$ cat config.mk
export PLATFORM = sky130hd
export DESIGN_NAME = alu_result_streamer
export DESIGN_NICKNAME = d
export VERILOG_FILES = /design/src/rtl/alu_result_streamer_pkg.sv /design/src/rtl/alu_result_fifo.sv /design/src/rtl/alu_result_streamer.sv
export SDC_FILE = /design/constraint.sdc
export NUM_CORES = 1
export LEC_CHECK = 0
export CORE_MARGIN = 2
export CORE_UTILIZATION = 26
export CTS_BUF_LIST = sky130_fd_sc_hd__clkbuf_4
export DETAILED_ROUTE_END_ITERATION = 12
export SLEW_MARGIN = 15
export SYNTH_ARGS = -nofsm -noshare
export SYNTH_HDL_FRONTEND = slang
export SYNTH_SLANG_ARGS = --single-unit
$ cat constraint.sdc
create_clock -name clk -period 9.85 [get_ports clk]
set_clock_uncertainty 0.05 [all_clocks]
set_input_delay 1.97 -clock clk [delete_from_list [all_inputs] [get_ports clk]]
set_output_delay 1.97 -clock clk [all_outputs]
set_load 0.02 [all_outputs]
$ cat src/rtl/alu_result_streamer_pkg.sv
// ---------------------------------------------------------------------------
// alu_result_streamer_pkg
// Shared definitions for the ALU result output stage.
//   - Default bus width, maximum beats per result and FIFO depth.
//   - FSM state encoding of the streamer.
//   - FIFO entry layout (result data plus beat count minus one) for the
//     default configuration.
// The top module re-declares the size parameters so it can be overridden per
// instance. The FIFO stores entries as flat vectors so it follows whatever
// sizes the instance uses.
// ---------------------------------------------------------------------------
package alu_result_streamer_pkg;

    localparam int RESULT_BUS_WIDTH = 16;
    localparam int MAX_BEATS        = 4;
    localparam int FIFO_DEPTH       = 4;
    localparam int RESULT_WIDTH     = RESULT_BUS_WIDTH * MAX_BEATS;
    localparam int BEAT_CNT_WIDTH   = $clog2(MAX_BEATS);

    typedef enum logic [1:0] {
        IDLE   = 2'd0,
        STREAM = 2'd1,
        FLUSH  = 2'd2
    } streamer_state_t;

    typedef struct packed {
        logic [RESULT_WIDTH-1:0]   data;
        logic [BEAT_CNT_WIDTH-1:0] beats_m1;
    } fifo_entry_t;

endpackage

$ cat src/rtl/alu_result_fifo.sv
// ---------------------------------------------------------------------------
// alu_result_fifo
// Synchronous FIFO holding pending ALU results. It has a synchronous clear and
// a level output, and the read data is shown from the head without a read
// delay.
// Ports:
//   clk, rst    clock and asynchronous active-high reset
//   clear       drop every entry (pointers and level return to zero)
//   push        write push_data (ignored when full; there is no pass-through)
//   push_data   entry to write
//   pop         retire the head entry (ignored when empty)
//   pop_data    current head entry
//   level       number of stored entries, 0..DEPTH
//   empty/full  derived from level
// ---------------------------------------------------------------------------
module alu_result_fifo
    import alu_result_streamer_pkg::*;
#(
    parameter int WIDTH = 8,
    parameter int DEPTH = 4
) (
    input  logic                     clk,
    input  logic                     rst,
    input  logic                     clear,
    input  logic                     push,
    input  logic [WIDTH-1:0]         push_data,
    input  logic                     pop,
    output logic [WIDTH-1:0]         pop_data,
    output logic [$clog2(DEPTH):0]   level,
    output logic                     empty,
    output logic                     full
);

    localparam int PTR_W = $clog2(DEPTH);
    localparam logic [PTR_W:0] LEVEL_FULL = (PTR_W + 1)'(DEPTH);

    logic [WIDTH-1:0] mem [DEPTH];
    logic [PTR_W-1:0] wr_ptr;
    logic [PTR_W-1:0] rd_ptr;
    logic             do_push;
    logic             do_pop;

    assign empty    = (level == '0);
    assign full     = (level == LEVEL_FULL);
    assign do_push  = push && !full && !clear;
    assign do_pop   = pop && !empty && !clear;
    assign pop_data = mem[rd_ptr];

    // Storage is not reset; only the pointers and level define which entries
    // are meaningful.
    always_ff @(posedge clk) begin
        if (do_push) begin
            mem[wr_ptr] <= push_data;
        end
    end

    // DEPTH is a power of two, so the pointers wrap naturally.
    always_ff @(posedge clk or posedge rst) begin
        if (rst) begin
            wr_ptr <= '0;
            rd_ptr <= '0;
            level  <= '0;
        end else if (clear) begin
            wr_ptr <= '0;
            rd_ptr <= '0;
            level  <= '0;
        end else begin
            if (do_push) begin
                wr_ptr <= wr_ptr + PTR_W'(1);
            end
            if (do_pop) begin
                rd_ptr <= rd_ptr + PTR_W'(1);
            end
            case ({do_push, do_pop})
                2'b10:   level <= level + (PTR_W + 1)'(1);
                2'b01:   level <= level - (PTR_W + 1)'(1);
                default: level <= level;
            endcase
        end
    end

endmodule

$ cat src/rtl/alu_result_streamer.sv
// ---------------------------------------------------------------------------
// alu_result_streamer
// Output stage of the multi-cycle ALU. It buffers full-width results and
// sends each one as 1..MAX_BEATS beats, with the least significant chunk
// first, over a valid/ready result bus.
//
// Optional feature: define ALU_OUT_PARITY_EN to add result_par. This output
// is the even parity of result. It is registered with result and held under
// backpressure.
//
// Ports:
//   clk, rst       clock, asynchronous active-high reset
//   in_valid       core offers a result
//   in_ready       result accepted on in_valid && in_ready (combinational)
//   in_data        full result, beat k at [k*RESULT_BUS_WIDTH +: RESULT_BUS_WIDTH]
//   in_beats_m1    beats in the result minus one
//   flush          discard all pending and in-flight results
//   result_valid   output beat valid
//   result_ready   sink accepts the beat
//   result         beat data
//   result_last    final beat of the current result
//   result_rst     one-cycle marker following a flush
//   fifo_level     buffered results, not counting the one streaming
//   result_par     (ALU_OUT_PARITY_EN only) even parity of result
//
// State | meaning
// ------+-------------------------------------------------------------------
// IDLE  | nothing presented; the next result is loaded when one is available
// STREAM| a result is in the shift register; result_valid is high
// FLUSH | one cycle after a flush; result_rst is high, returns to IDLE
// ---------------------------------------------------------------------------
module alu_result_streamer
    import alu_result_streamer_pkg::*;
#(
    parameter int RESULT_BUS_WIDTH = alu_result_streamer_pkg::RESULT_BUS_WIDTH,
    parameter int MAX_BEATS        = alu_result_streamer_pkg::MAX_BEATS,
    parameter int FIFO_DEPTH       = alu_result_streamer_pkg::FIFO_DEPTH
) (
    input  logic                                    clk,
    input  logic                                    rst,
    input  logic                                    in_valid,
    output logic                                    in_ready,
    input  logic [RESULT_BUS_WIDTH*MAX_BEATS-1:0]   in_data,
    input  logic [$clog2(MAX_BEATS)-1:0]            in_beats_m1,
    input  logic                                    flush,
    output logic                                    result_valid,
    input  logic                                    result_ready,
    output logic [RESULT_BUS_WIDTH-1:0]             result,
    output logic                                    result_last,
    output logic                                    result_rst,
    output logic [$clog2(FIFO_DEPTH):0]             fifo_level
`ifdef ALU_OUT_PARITY_EN
    ,
    output logic                                    result_par
`endif
);

    localparam int RESULT_WIDTH = RESULT_BUS_WIDTH * MAX_BEATS;
    localparam int BEAT_W       = $clog2(MAX_BEATS);
    localparam int ENTRY_W      = RESULT_WIDTH + BEAT_W;
    localparam int BW           = RESULT_BUS_WIDTH;

    streamer_state_t         state;
    logic [RESULT_WIDTH-1:0] shreg;
    logic [BEAT_W-1:0]       beat_cnt;
    logic [BEAT_W-1:0]       beat_nxt;
    logic [BEAT_W-1:0]       cur_beats_m1;

    logic                    handshake;
    logic                    slot_free;
    logic                    push_in;
    logic                    load_from_fifo;
    logic                    load_bypass;
    logic                    load;
    logic                    fifo_push;
    logic                    fifo_empty;
    logic                    fifo_full;
    logic [ENTRY_W-1:0]      fifo_head;
    logic [RESULT_WIDTH-1:0] load_data;
    logic [BEAT_W-1:0]       load_beats_m1;
    logic [BW-1:0]           next_beat;

    assign in_ready  = !rst && !fifo_full && !flush;
    assign push_in   = in_valid && in_ready;
    assign handshake = result_valid && result_ready;

    // The output register becomes free on this edge either because nothing
    // is presented or because the last beat is being consumed.
    assign slot_free = (state == IDLE) ||
                       ((state == STREAM) && handshake && result_last);

    // When the FIFO is empty an incoming result goes straight into the shift
    // register. This gives the one-cycle latency from IDLE and avoids a bubble
    // after a last beat. A FIFO that is full never takes this path, because
    // a full FIFO is not empty.
    assign load_from_fifo = slot_free && !flush && !fifo_empty;
    assign load_bypass    = slot_free && !flush && fifo_empty && push_in;
    assign load           = load_from_fifo || load_bypass;
    assign fifo_push      = push_in && !load_bypass;

    assign load_data     = load_from_fifo ? fifo_head[ENTRY_W-1:BEAT_W] : in_data;
    assign load_beats_m1 = load_from_fifo ? fifo_head[BEAT_W-1:0]       : in_beats_m1;
    assign next_beat     = shreg[2*BW-1:BW];
    assign beat_nxt      = beat_cnt + BEAT_W'(1);

    alu_result_fifo #(
        .WIDTH (ENTRY_W),
        .DEPTH (FIFO_DEPTH)
    ) u_fifo (
        .clk       (clk),
        .rst       (rst),
        .clear     (flush),
        .push      (fifo_push),
        .push_data ({in_data, in_beats_m1}),
        .pop       (load_from_fifo),
        .pop_data  (fifo_head),
        .level     (fifo_level),
        .empty     (fifo_empty),
        .full      (fifo_full)
    );

    always_ff @(posedge clk or posedge rst) begin
        if (rst) begin
            state        <= IDLE;
            shreg        <= '0;
            beat_cnt     <= '0;
            cur_beats_m1 <= '0;
            result_valid <= 1'b0;
            result       <= '0;
            result_last  <= 1'b0;
            result_rst   <= 1'b0;
        end else if (flush) begin
            // A beat that handshakes on this edge still counts as consumed.
            // Nothing else is presented after it.
            state        <= FLUSH;
            shreg        <= '0;
            beat_cnt     <= '0;
            cur_beats_m1 <= '0;
            result_valid <= 1'b0;
            result       <= '0;
            result_last  <= 1'b0;
            result_rst   <= 1'b1;
        end else begin
            result_rst <= 1'b0;
            if (slot_free) begin
                if (load) begin
                    state        <= STREAM;
                    shreg        <= load_data;
                    beat_cnt     <= '0;
                    cur_beats_m1 <= load_beats_m1;
                    result_valid <= 1'b1;
                    result       <= load_data[BW-1:0];
                    result_last  <= (load_beats_m1 == '0);
                end else begin
                    state        <= IDLE;
                    result_valid <= 1'b0;
                    result       <= '0;
                    result_last  <= 1'b0;
                end
            end else if (handshake) begin
                shreg       <= shreg >> BW;
                beat_cnt    <= beat_nxt;
                result      <= next_beat;
                result_last <= (beat_nxt == cur_beats_m1);
            end else if (state == FLUSH) begin
                state <= IDLE;
            end
        end
    end

`ifdef ALU_OUT_PARITY_EN
    // Updated with the same conditions as result so the two never disagree.
    always_ff @(posedge clk or posedge rst) begin
        if (rst) begin
            result_par <= 1'b0;
        end else if (flush) begin
            result_par <= 1'b0;
        end else if (slot_free) begin
            result_par <= load ? ^load_data[BW-1:0] : 1'b0;
        end else if (handshake) begin
            result_par <= ^next_beat;
        end
    end
`endif

endmodule

==> impl_metrics.py <==
metrics = {
    "timing": {
        "maxClockFrequency_ghz": 0.176,
        "fin_crit_ns": 5.68,
        "rsz0062_at_grt": "false",
        "fin_setup_tns_ns": 0,
        "drv_slew": 0,
        "setup_viol": 0,
        "period_share": 0.577,
        "slew_headroom": 0.274,
        "final.setup.worst_slack_ns": 4.17,
        "hold_viol": 0,
        "worst_pin_slew_ns": 1.08,
    },
    "cells_and_area": {
        "fin_util": 0.319,
        "regArea_mm2": 0.00993,
        "area_growth_pct": 21.1,
        "finalInstanceArea_mm2": 0.0168,
        "multi_input_area_mm2": 0.00366,
        "final_layout_size_suffix_gt1_frac": 0.286,
        "nNetsFinal": 992,
        "fillCellCount": 5129,
    },
    "route": {
        "vias": 7980,
        "vias_per_cell": 4.75,
        "wl_met3_mm": 2.08,
        "drtIter0Drc": 551,
        "wl_met2_mm": 16.8,
        "drt_first_pass_iters": 5,
        "met1_length_mm": 16.2,
        "antenna_left": 0,
        "drc": 0,
        "top_layer": "met5",
        "wl_per_cell_um": 21.5,
        "drt_wl_total_mm": 36.0,
    },
    "synth": {
        "ys_ff_latch": 344,
        "ys_seq_area_frac": 0.718,
        "synth.distinct_cells": 55,
        "synth_edf_count": 264,
        "netlist_area_mm2": 0.0138,
        "ys.flop_type": "edfxtp_1",
        "post_synth.cell_area_avg_um2": 18.1,
        "syn_inst": 765,
        "yosysWarningCount": 0,
        "syn-num-nets": 841,
        "async_reset_ff_frac": 0.233,
    },
    "clock_network": {
        "cts_buffer_depth": 3,
        "clk_latency_ns": 0.72,
        "clk_pin_slew_ns": 0.06,
        "hold_buffers": 0,
        "htreeDepth": 3,
        "numCtsBuffers": 89,
        "clock-sinks": 344,
        "cts_root_buf": "clkbuf_4",
        "post_cts_buffers": 0,
        "cts_resized": 0,
        "cts_tree": "yes",
    },
    "place": {
        "port-buffer-count": 93,
        "post_dp_cell_area_mm2": 0.0155,
        "post-place-ws_ns": 4.13,
        "hpwl_mm": 22.1,
        "gp_congestion": 0.760,
    },
    "job": {
        "cap_violations": 0,
    },
    "floorplanning": {
        "die_area_mm2": 0.0551,
        "initial_utilization": 0.263,
        "rows": 84,
        "dieHeight_um": 235,
        "die_w_um": 235,
        "ioPinCount": 94,
        "coreArea_mm2": 0.0526,
    },
    "worst_setup_path": {
        "worst_setup_path_start_kind": "input port",
        "crit_type": "in2out",
        "reg2regPathDepth": 5,
        "crit_path_max_fanout": 4,
        "end_kind": "output port",
        "cp_data_required_time_ns": 7.83,
        "r2r_start": "u_fifo.level[1]",
        "r2r_setup_slack_ns": 6.41,
        "cp_data_arrival_time_ns": 3.66,
        "r2r-end": "u_fifo.mem[2][23]",
    },
    "grt": {
        "antenna_found_initial": 4,
        "grt_pass1_vias": 8412,
        "grt_overflow": 0,
        "grt.total_usage": 0.130,
        "grt_pass1_wl_mm": 54.3,
        "grt_max_degree": 47,
    },
    "power_and_ir_drop": {
        "power.leakage_nw": 5.70,
        "peakVddDrop_uv": 115,
        "powerDensity_mw_per_mm2": 225,
    },
    "status": {
        "outcome": "completed",
    },
    "hold_path": {
        "min_path_cells": 1,
        "worst_hold_path_type": "reg2reg",
        "hp-start": "shreg[58]",
        "hold_path_end": "shreg[58]",
    },
}
[layout make-up]
type,instances,area share
Clock inverter,13,0.00403
Multi-Input combinational cell,363,0.219
Inverter,7,0.00164
Antenna cell,2,0.000299
Timing Repair Buffer,111,0.0633
Sequential cell,344,0.593
Clock buffer,151,0.0677
Tap cell,688,0.0514
[layout by cell type, fill, tap and decap left out, types with 4 or more instances in the layout]
cell type          n
mux2_2            23
and2_2             4
clkbuf_4         151
a221oi_1           9
mux2i_1           21
inv_1              6
nand2_1           54
edfxtp_1         264
buf_4             18
a22o_1            11
ha_1               4
nor3_1            31
a21oi_1            4
o22ai_1            8
mux4_2            66
a221o_1           12
o2bb2ai_1         16
a22oi_1           16
a311oi_1          22
nor2_1             8
clkdlybuf4s50_1   92
o21ai_0           12
clkinv_1           8
dfrtp_1           78
[routing by layer]
metal  up-vias  GRT usage
li1       3487          -
met1      4179      0.178
met2       246      0.197
met3        62     0.0340
met4         6     0.0479
met5         -          0
[state kept, by name, indices dropped and copies added, names as in the netlist, 2 cells and up]
name / count
beat_cnt: 2
cur_beats_m1: 2
result: 16
shreg: 48
state: 2
u_fifo.level: 3
u_fifo.mem: 264
u_fifo.rd_ptr: 2
u_fifo.wr_ptr: 2
[report_power, final]
part	switching, W	total, W	internal [W]	leakage [nW]
clock network	0.000574	0.00126	0.000689	0.724
registers	0.000105	0.00177	0.00167	3.46
logic	0.000400	0.000729	0.000328	1.52
[cell families after synthesis]
family / share of synthesized area
flip-flops: 0.718
AO/OA/AOI/OAI: 0.0730
AND/OR/NAND/NOR: 0.0413
multiplexers: 0.141
buffers and inverters: 0.0194
adder cells (fa/ha/maj): 0.00507
XOR/XNOR: 0.00190
[how the worst max path moves through the flow]
stage | from | end | slack [ns] | cells after the start
global route | rst | in_ready | 4.13 | 3
global placement | rst | in_ready | 4.12 | 3
floorplan | flush | u_fifo.mem[0][0] | 4.60 | 6
CTS | rst | in_ready | 4.12 | 3
finish | rst | in_ready | 4.17 | 3
detailed placement | rst | in_ready | 4.13 | 3
[synthesized netlist by cell type (8+ instances only)]
library cell,n,area share
edfxtp_1,264,0.57
nor2_1,9,0.0024
o21ai_0,13,0.0047
nand2_1,54,0.015
a221o_1,12,0.0087
o2bb2ai_1,16,0.010
a311oi_1,22,0.014
a221oi_1,9,0.0057
mux2i_1,21,0.015
mux4_2,66,0.11
dfrtp_1,80,0.14
a22oi_1,16,0.0087
clkbuf_1,29,0.0079
buf_2,10,0.0036
mux2_2,23,0.019
nor3_1,32,0.012
o22ai_1,8,0.0036
a22o_1,11,0.0070
[critical path, stage by stage]
cell and delay [ns]:
clkdlybuf4s50_1 0.51, nor3_1 0.47, clkdlybuf4s50_1 0.70
[stage by stage]
step,power (W),instances,hold WS (ns)
after floorplan,0.00226,765,0.407
after global placement,0.00253,1513,0.424
after detailed placement,0.00254,1513,0.428
after CTS,0.00382,1677,0.448
after global routing,0.00395,1679,0.457
final,0.00376,1679,0.446
No activity file was read; power rests on OpenSTA's default activity.
